`src/rtl/div_unit_32bit.sv`:
```
// ----------------------------------------------------------------------------
// div_unit_32bit
//   Iterative radix-2 restoring divider for RV32M DIV/DIVU/REM/REMU.
//   Fixed latency: START accepted on edge n -> DONE high in the cycle after
//   edge n+34, regardless of operand values.
//
// Ports
//   CLK       in   1      rising-edge clock
//   RST       in   1      synchronous, active-high reset
//   START     in   1      request; sampled when not BUSY (IDLE or FIN)
//   FLUSH     in   1      abort any in-flight op; wins over START
//   OP        in   2      00 DIV, 01 DIVU, 10 REM, 11 REMU
//   DIVIDEND  in   32     rs1
//   DIVISOR   in   32     rs2
//   BUSY      out  1      op in flight (RUN/FIX)
//   DONE      out  1      one-cycle pulse, RESULT valid
//   RESULT    out  32     quotient or remainder, held until next DONE
// ----------------------------------------------------------------------------
module div_unit_32bit #(
    parameter int WIDTH = 32
) (
    input  logic             CLK,
    input  logic             RST,
    input  logic             START,
    input  logic             FLUSH,
    input  logic [1:0]       OP,
    input  logic [WIDTH-1:0] DIVIDEND,
    input  logic [WIDTH-1:0] DIVISOR,
    output logic             BUSY,
    output logic             DONE,
    output logic [WIDTH-1:0] RESULT
);

    localparam logic [WIDTH-1:0] MIN_INT = {1'b1, {(WIDTH-1){1'b0}}};

    typedef enum logic [1:0] {IDLE, RUN, FIX, FIN} state_t;

    state_t           state;
    state_t           state_nxt;
    logic [5:0]       cnt;
    logic [WIDTH-1:0] quo;
    logic [WIDTH-1:0] rem;
    logic [WIDTH-1:0] dvsr;
    logic             is_rem;
    logic             neg_q;
    logic             neg_r;
    logic             div_zero;
    logic             ovf;

    logic             accept;
    logic             is_signed;
    logic [WIDTH-1:0] dividend_abs;
    logic [WIDTH-1:0] divisor_abs;
    logic [WIDTH:0]   shifted;
    logic [WIDTH:0]   trial;
    logic [WIDTH-1:0] q_fix;
    logic [WIDTH-1:0] r_fix;
    logic [WIDTH-1:0] fix_val;

    assign accept = ((state == IDLE) || (state == FIN)) && START && !FLUSH;
    assign BUSY   = (state == RUN) || (state == FIX);
    assign DONE   = (state == FIN);

    // Next-state logic
    always_comb begin
        state_nxt = state;
        case (state)
            IDLE:    state_nxt = accept ? RUN : IDLE;
            // cnt reaches 32 after the last step; one more RUN cycle keeps the
            // overall latency at 34 edges.
            RUN:     state_nxt = (cnt == 6'd32) ? FIX : RUN;
            FIX:     state_nxt = FIN;
            FIN:     state_nxt = accept ? RUN : IDLE;
            default: state_nxt = IDLE;
        endcase
        if (FLUSH) begin
            state_nxt = IDLE;
        end
    end

    always_ff @(posedge CLK) begin
        if (RST) begin
            state <= IDLE;
        end else begin
            state <= state_nxt;
        end
    end

    // Operand preparation
    always_comb begin
        is_signed    = !OP[0];
        dividend_abs = (is_signed && DIVIDEND[WIDTH-1]) ? -DIVIDEND : DIVIDEND;
        divisor_abs  = (is_signed && DIVISOR[WIDTH-1])  ? -DIVISOR  : DIVISOR;
    end

    // One restoring step; the shift keeps the bit leaving rem so the trial
    // compare is a true 33-bit compare even for divisors >= 2^31.
    always_comb begin
        shifted = {rem, quo[WIDTH-1]};
        trial   = shifted - {1'b0, dvsr};
    end

    // Sign correction and special-case selection
    always_comb begin
        q_fix = neg_q ? -quo : quo;
        r_fix = neg_r ? -rem : rem;
        if (div_zero) begin
            // remainder of x/0 restores to x naturally after sign correction
            fix_val = is_rem ? r_fix : '1;
        end else if (ovf) begin
            fix_val = is_rem ? '0 : MIN_INT;
        end else begin
            fix_val = is_rem ? r_fix : q_fix;
        end
    end

    always_ff @(posedge CLK) begin
        if (RST) begin
            cnt      <= '0;
            quo      <= '0;
            rem      <= '0;
            dvsr     <= '0;
            is_rem   <= 1'b0;
            neg_q    <= 1'b0;
            neg_r    <= 1'b0;
            div_zero <= 1'b0;
            ovf      <= 1'b0;
            RESULT   <= '0;
        end else begin
            if (accept) begin
                cnt      <= '0;
                quo      <= dividend_abs;
                rem      <= '0;
                dvsr     <= divisor_abs;
                is_rem   <= OP[1];
                neg_q    <= is_signed && (DIVIDEND[WIDTH-1] ^ DIVISOR[WIDTH-1]);
                neg_r    <= is_signed && DIVIDEND[WIDTH-1];
                div_zero <= (DIVISOR == '0);
                ovf      <= is_signed && (DIVIDEND == MIN_INT) && (DIVISOR == '1);
            end else if ((state == RUN) && !cnt[5]) begin
                cnt <= cnt + 6'd1;
                if (!trial[WIDTH]) begin
                    rem <= trial[WIDTH-1:0];
                    quo <= {quo[WIDTH-2:0], 1'b1};
                end else begin
                    rem <= shifted[WIDTH-1:0];
                    quo <= {quo[WIDTH-2:0], 1'b0};
                end
            end
            if ((state == FIX) && !FLUSH) begin
                RESULT <= fix_val;
            end
        end
    end

endmodule

```
`config.mk`:
```
export PLATFORM = sky130hd
export DESIGN_NAME = div_unit_32bit
export DESIGN_NICKNAME = d
export VERILOG_FILES = /design/src/rtl/div_unit_32bit.sv
export SDC_FILE = /design/constraint.sdc
export NUM_CORES = 1
export LEC_CHECK = 0
export BUFFER_PORTS_ARGS = -buffer_cell sky130_fd_sc_hd__buf_2
export CAP_MARGIN = 40
export CORE_ASPECT_RATIO = 0.6
export CORE_MARGIN = 10
export CORE_UTILIZATION = 50
export DETAILED_ROUTE_END_ITERATION = 8
export PLACE_DENSITY_LB_ADDON = 0.08
export SYNTH_ARGS = -nofsm -noshare
export SYNTH_HDL_FRONTEND = slang
export SYNTH_SLANG_ARGS = --single-unit
```
`constraint.sdc`:
```
create_clock -name CLK -period 6.8 [get_ports CLK]
set_clock_uncertainty 0.05 [all_clocks]
set_input_delay 0.34 -clock CLK [delete_from_list [all_inputs] [get_ports CLK]]
set_output_delay 0.34 -clock CLK [all_outputs]
set_load 0.05 [all_outputs]
```
# == Word level (Yosys, flattened, before mapping) ==
# Cells that the tools add are included.
# word_totals
wordCells,60
output_inout_bits,34
regBits,141
input_bits,70
# op_classes
n_mux,16
n_eq_ne,6
bitwise,1
addsub,6
reduce_logical,20
# op_table
operator,count
32-bit 2-to-1 mux,12
32-bit negator,4
32-bit equality test (second input constant),2
33-bit by 32-bit subtractor with 33-bit output,1
32-bit zero test,1
1-bit logical AND,9
6-bit by 1-bit adder with 6-bit output (second input constant),1
6-bit equality test (second input constant),1
2-bit case mux with 3 select lines,1
2-bit OR reduction,3
2-bit equality test (second input constant),2
1-bit zero test,3
2-bit by 1-bit equality test with 1-bit output (second input constant),1
2-bit zero test,1
1-bit logical OR,2
1-bit 2-to-1 mux,2
2-bit 2-to-1 mux,1
2-bit nonzero test,1
1-bit XOR,1

# == Logic depth before layout (Yosys ltp) ==
# logic_depth
ltp_word,6
ltp_mapped,14

# == Least setup slack after synthesis ==
# No wires, ideal clock.
# synth_path
kind,flip-flop to flip-flop
startpoint,reg quo[31]
endpoint,reg rem[30]
setup_ns,0.114
setup_slack_ns,3.535
t_arrival_ns,3.101
path_stages_with_launch,13
path_cell_list,dfxtp_1 > inv_1 > ha_1 > fa_1 > nand2b_1 > a21oi_1 > o21ai_0 > a22oi_1 > a21oi_1 > xnor2_1 > clkbuf_1 > o21ai_0 > a21o_1
# synth_via
elab_chain_cells,2
# synth_lines
item,line,text
start: declaration,41,logic [WIDTH-1:0] quo;
start signal: assignment,132,quo <= dividend_abs;
start signal: assignment,144,"quo <= {quo[WIDTH-2:0], 1'b1};"
start signal: assignment,147,"quo <= {quo[WIDTH-2:0], 1'b0};"
33-bit by 32-bit subtractor with 33-bit output,100,"trial = shifted - {1'b0, dvsr};"
32-bit 2-to-1 mux,142,if (!trial[WIDTH]) begin
end signal: assignment,143,rem <= trial[WIDTH-1:0];
end signal: assignment,146,rem <= shifted[WIDTH-1:0];
end: declaration,42,logic [WIDTH-1:0] rem;
# Every way passes these cells.
# A chain may end at the register's enable or synchronous reset.

# == Final worst setup path ==
# layout_path
startpoint,reg quo[31]
endpoint,reg rem[2]
# The elaborated chain is that of the path after synthesis.

==> impl_metrics.json <==
{
  "coreArea_um2": 20100,
  "route.detailed.drc": 0,
  "first_global_vias": 9311,
  "syn2layout_area_growth_pct": 12.3,
  "netlist.area_leader.share": 0.275,
  "crit_slowest_cell": "xnor2_1",
  "dp_hpwl_um": 25600,
  "cp.required_ns": 7.05,
  "cts_resized": 0,
  "synth_area_leaders": "dfxtp_1 28%, xor2_1 6.7%, a21oi_1 6.4%, nand2_1 6.1%, xnor2_1 6.0%",
  "synthCells": 1382,
  "max_freq_ghz": 0.258,
  "arrival_ns": 4.13,
  "cts_tree": "done",
  "synth_area_um2": 10200,
  "die_h_um": 131,
  "dieWidth_um": 205,
  "yosysSeqAreaShare": 0.275,
  "ctsHoldBuffers": 0,
  "synth_top_cell_by_area": "dfxtp_1",
  "critPathLaunchType": "flip-flop",
  "htreeDepth": 4,
  "intPower_uw": 1680,
  "period_share": 0.571,
  "utilization": 0.573,
  "ant_nets": 0,
  "vdd_drop_max_mv": 0.190,
  "syn_area_per_cell_um2": 7.41,
  "cp_common_cell": "a21oi_1",
  "clock-root-buffer": "clkbuf_16",
  "grt_pass1_wl_um": 52600,
  "synth_nets": 1495,
  "grt_usage": 0.247,
  "grt_setup_unrepaired": "no",
  "clockBufferDepth": 2,
  "drv_slew": 0,
  "ys_warn_count": 0,
  "ys_seq_elements": 141,
  "synthFlopType": "dfxtp_1",
  "static-leakage-power_uw": 0.00445,
  "wirelength_um": 33100,
  "gr-total-overflow": 0,
  "slowest_delay_ns": 0.59,
  "cts-buffers-inserted": 17,
  "hold_class": "in2reg",
  "clk_latency_ns": 0.44,
  "clkPwrFrac": 0.389,
  "path_cells": "inv_1 -> ha_1 -> fa_1 -> nand2b_1 -> a21oi_1 -> o21ai_0 -> a22oi_1 -> a21oi_1 -> xnor2_1 -> buf_4 -> nor2_1 -> a31oi_1 -> a211oi_1",
  "powerDensity_nw_per_um2": 216,
  "relSlewSlack": 0.419,
  "critPathCaptureType": "flip-flop",
  "die_area_um2": 26800,
  "pwr-share-seq": 0.367,
  "place_congestion": 0.940,
  "worst_pin_slew_ns": 0.869,
  "fillers": 1902,
  "numPortBuffers": 103,
  "num_io_pins": 104,
  "setup_tns_ns": 0,
  "post_drt_wl_per_cell_um": 19.2,
  "layout.nets": 1549,
  "antenna_found_initial": 1,
  "hold_viol_final": 0,
  "drive_above_1_share": 0.115,
  "drtIter0Drc": 972,
  "first_pass_iters": 6,
  "initial_core_util": 0.511,
  "post_synth_num_cell_types": 63,
  "async_reset_ff_frac": 0,
  "cts.clk_slew.worst_paths_ns": 0.06,
  "min_period_ns": 3.88,
  "vias_per_cell": 6.04,
  "p_switching_uw": 806,
  "postCtsSetupRepairBufs": 0,
  "synth_enable_flop_cells": 0,
  "diodes": 0,
  "swShare": 0.325,
  "cts.sinks": 141,
  "drv_cap": 0,
  "row_count": 40,
  "num_vias": 10400,
  "comb_power_share": 0.244,
  "worst-path-max-fanout": 12,
  "critPathKind": "reg2reg",
  "grt_max_degree": 64,
  "setup_viol": 0,
  "outcome": "completed"
}
==> cell type report <==
type,instances,area (um2),area share
multi-input cells,1095,6870,0.597
inverters,61,229,0.0199
clock inverters,11,144,0.0125
well taps,273,342,0.0297
clock buffers,20,447,0.0388
repair buffers,120,653,0.0568
flip-flops and latches,141,2820,0.245
==> registers in the layout (all words and copies together) (netlist names) <==
name,cells
is_rem,1
dvsr,32
div_zero,1
neg_r,1
state,2
rem,32
quo,32
cnt,6
RESULT,32
ovf,1
neg_q,1
==> critical path: cells and delay by family (launching register included) <==
family / cells / cell delay (ns)
AND/OR/NAND/NOR: 2 / 0.26
AO/OA/AOI/OAI: 6 / 1.49
flip-flops: 1 / 0.33
buffers and inverters: 2 / 0.39
XOR/XNOR: 1 / 0.59
adder cells (fa/ha/maj): 2 / 0.62
==> power by group through the flow <==
stage	logic [uW]	registers, uW	clock network, uW
after floorplan	437	906	0
after global placement	584	926	0
after detailed placement	591	926	0
after CTS	596	908	975
after global routing	674	915	1010
final	606	910	966
==> cells in the final DEF, fill, tap and decap left out, types with 24 or more instances in the layout <==
master      n
nand2_1   166
nor2_1    142
dfxtp_1   141
a21oi_1   131
buf_2     102
o21ai_0    85
xor2_1     77
xnor2_1    70
inv_1      60
a211oi_1   47
ha_1       42
nor3_1     30
a311oi_1   27
o211ai_1   24
nand3_1    24
o31ai_1    24
==> cell usage after synthesis (all sizes together) (3+ instances only) <==
cell	n
and3	12
nand4	12
a22oi	4
dfxtp	141
a21o	15
nand3b	6
o21a	5
nand4b	3
inv	60
o21bai	3
o41ai	14
o211ai	24
buf	6
nand2	166
o22ai	3
o31ai	24
o21ai	85
a211oi	47
xor2	78
nor3	30
o221ai	6
a31oi	8
nand3	24
or2	3
xnor2	70
a21oi	131
and2	3
nor2	143
a21boi	4
a221oi	14
nor4	12
or3	12
nor2b	11
ha	42
nand2b	18
or4	11
clkbuf	79
o31a	3
mux2i	4
a311oi	27
==> final timing paths <==
path                            slack (ns)  depth (start not counted)  startpoint          to
worst min-delay path                  0.09                          3       OP[1]      is_rem
worst max-delay path                  2.92                         13     quo[31]      rem[2]
worst max register to register        2.92                         13     quo[31]      rem[2]
worst min register to register        0.40                          2  RESULT[11]  RESULT[11]
==> logic make-up (layout without fill, tap and decap cells) <==
| group | after synthesis | after routing | share of synthesized area |
|---|---|---|---|
| compound gates | 429 | 429 | 0.272 |
| xor+xnor | 148 | 148 | 0.127 |
| fa+ha+maj | 43 | 43 | 0.0532 |
| buf+inv | 146 | 212 | 0.0568 |
| flops | 141 | 141 | 0.275 |
| mux | 5 | 5 | 0.00501 |
| simple gates | 470 | 470 | 0.211 |
==> routing by layer <==
layer	vias to the layer above	GRT usage	wire (um)
met1	4879	0.383	17200
met3	31	0.0834	3560
li1	5057	-	-
met2	428	0.309	12000
met5	-	0	13
met4	2	0.0498	308
==> through the flow <==
stage	setup WS (ns)	cells	area, um2	hold WS [ns]	power (uW)
2_1_floorplan	3.53	1382	10200	0.368	1340
3_5_place_dp	3.04	1690	10900	0.394	1520
3_3_place_gp	3.13	1687	10900	0.392	1510
5_1_grt	2.58	1721	11500	0.0998	2600
6_report	2.92	1721	11500	0.0862	2480
4_1_cts	2.97	1721	11500	0.0785	2480
(Power assumes the default switching activity.)
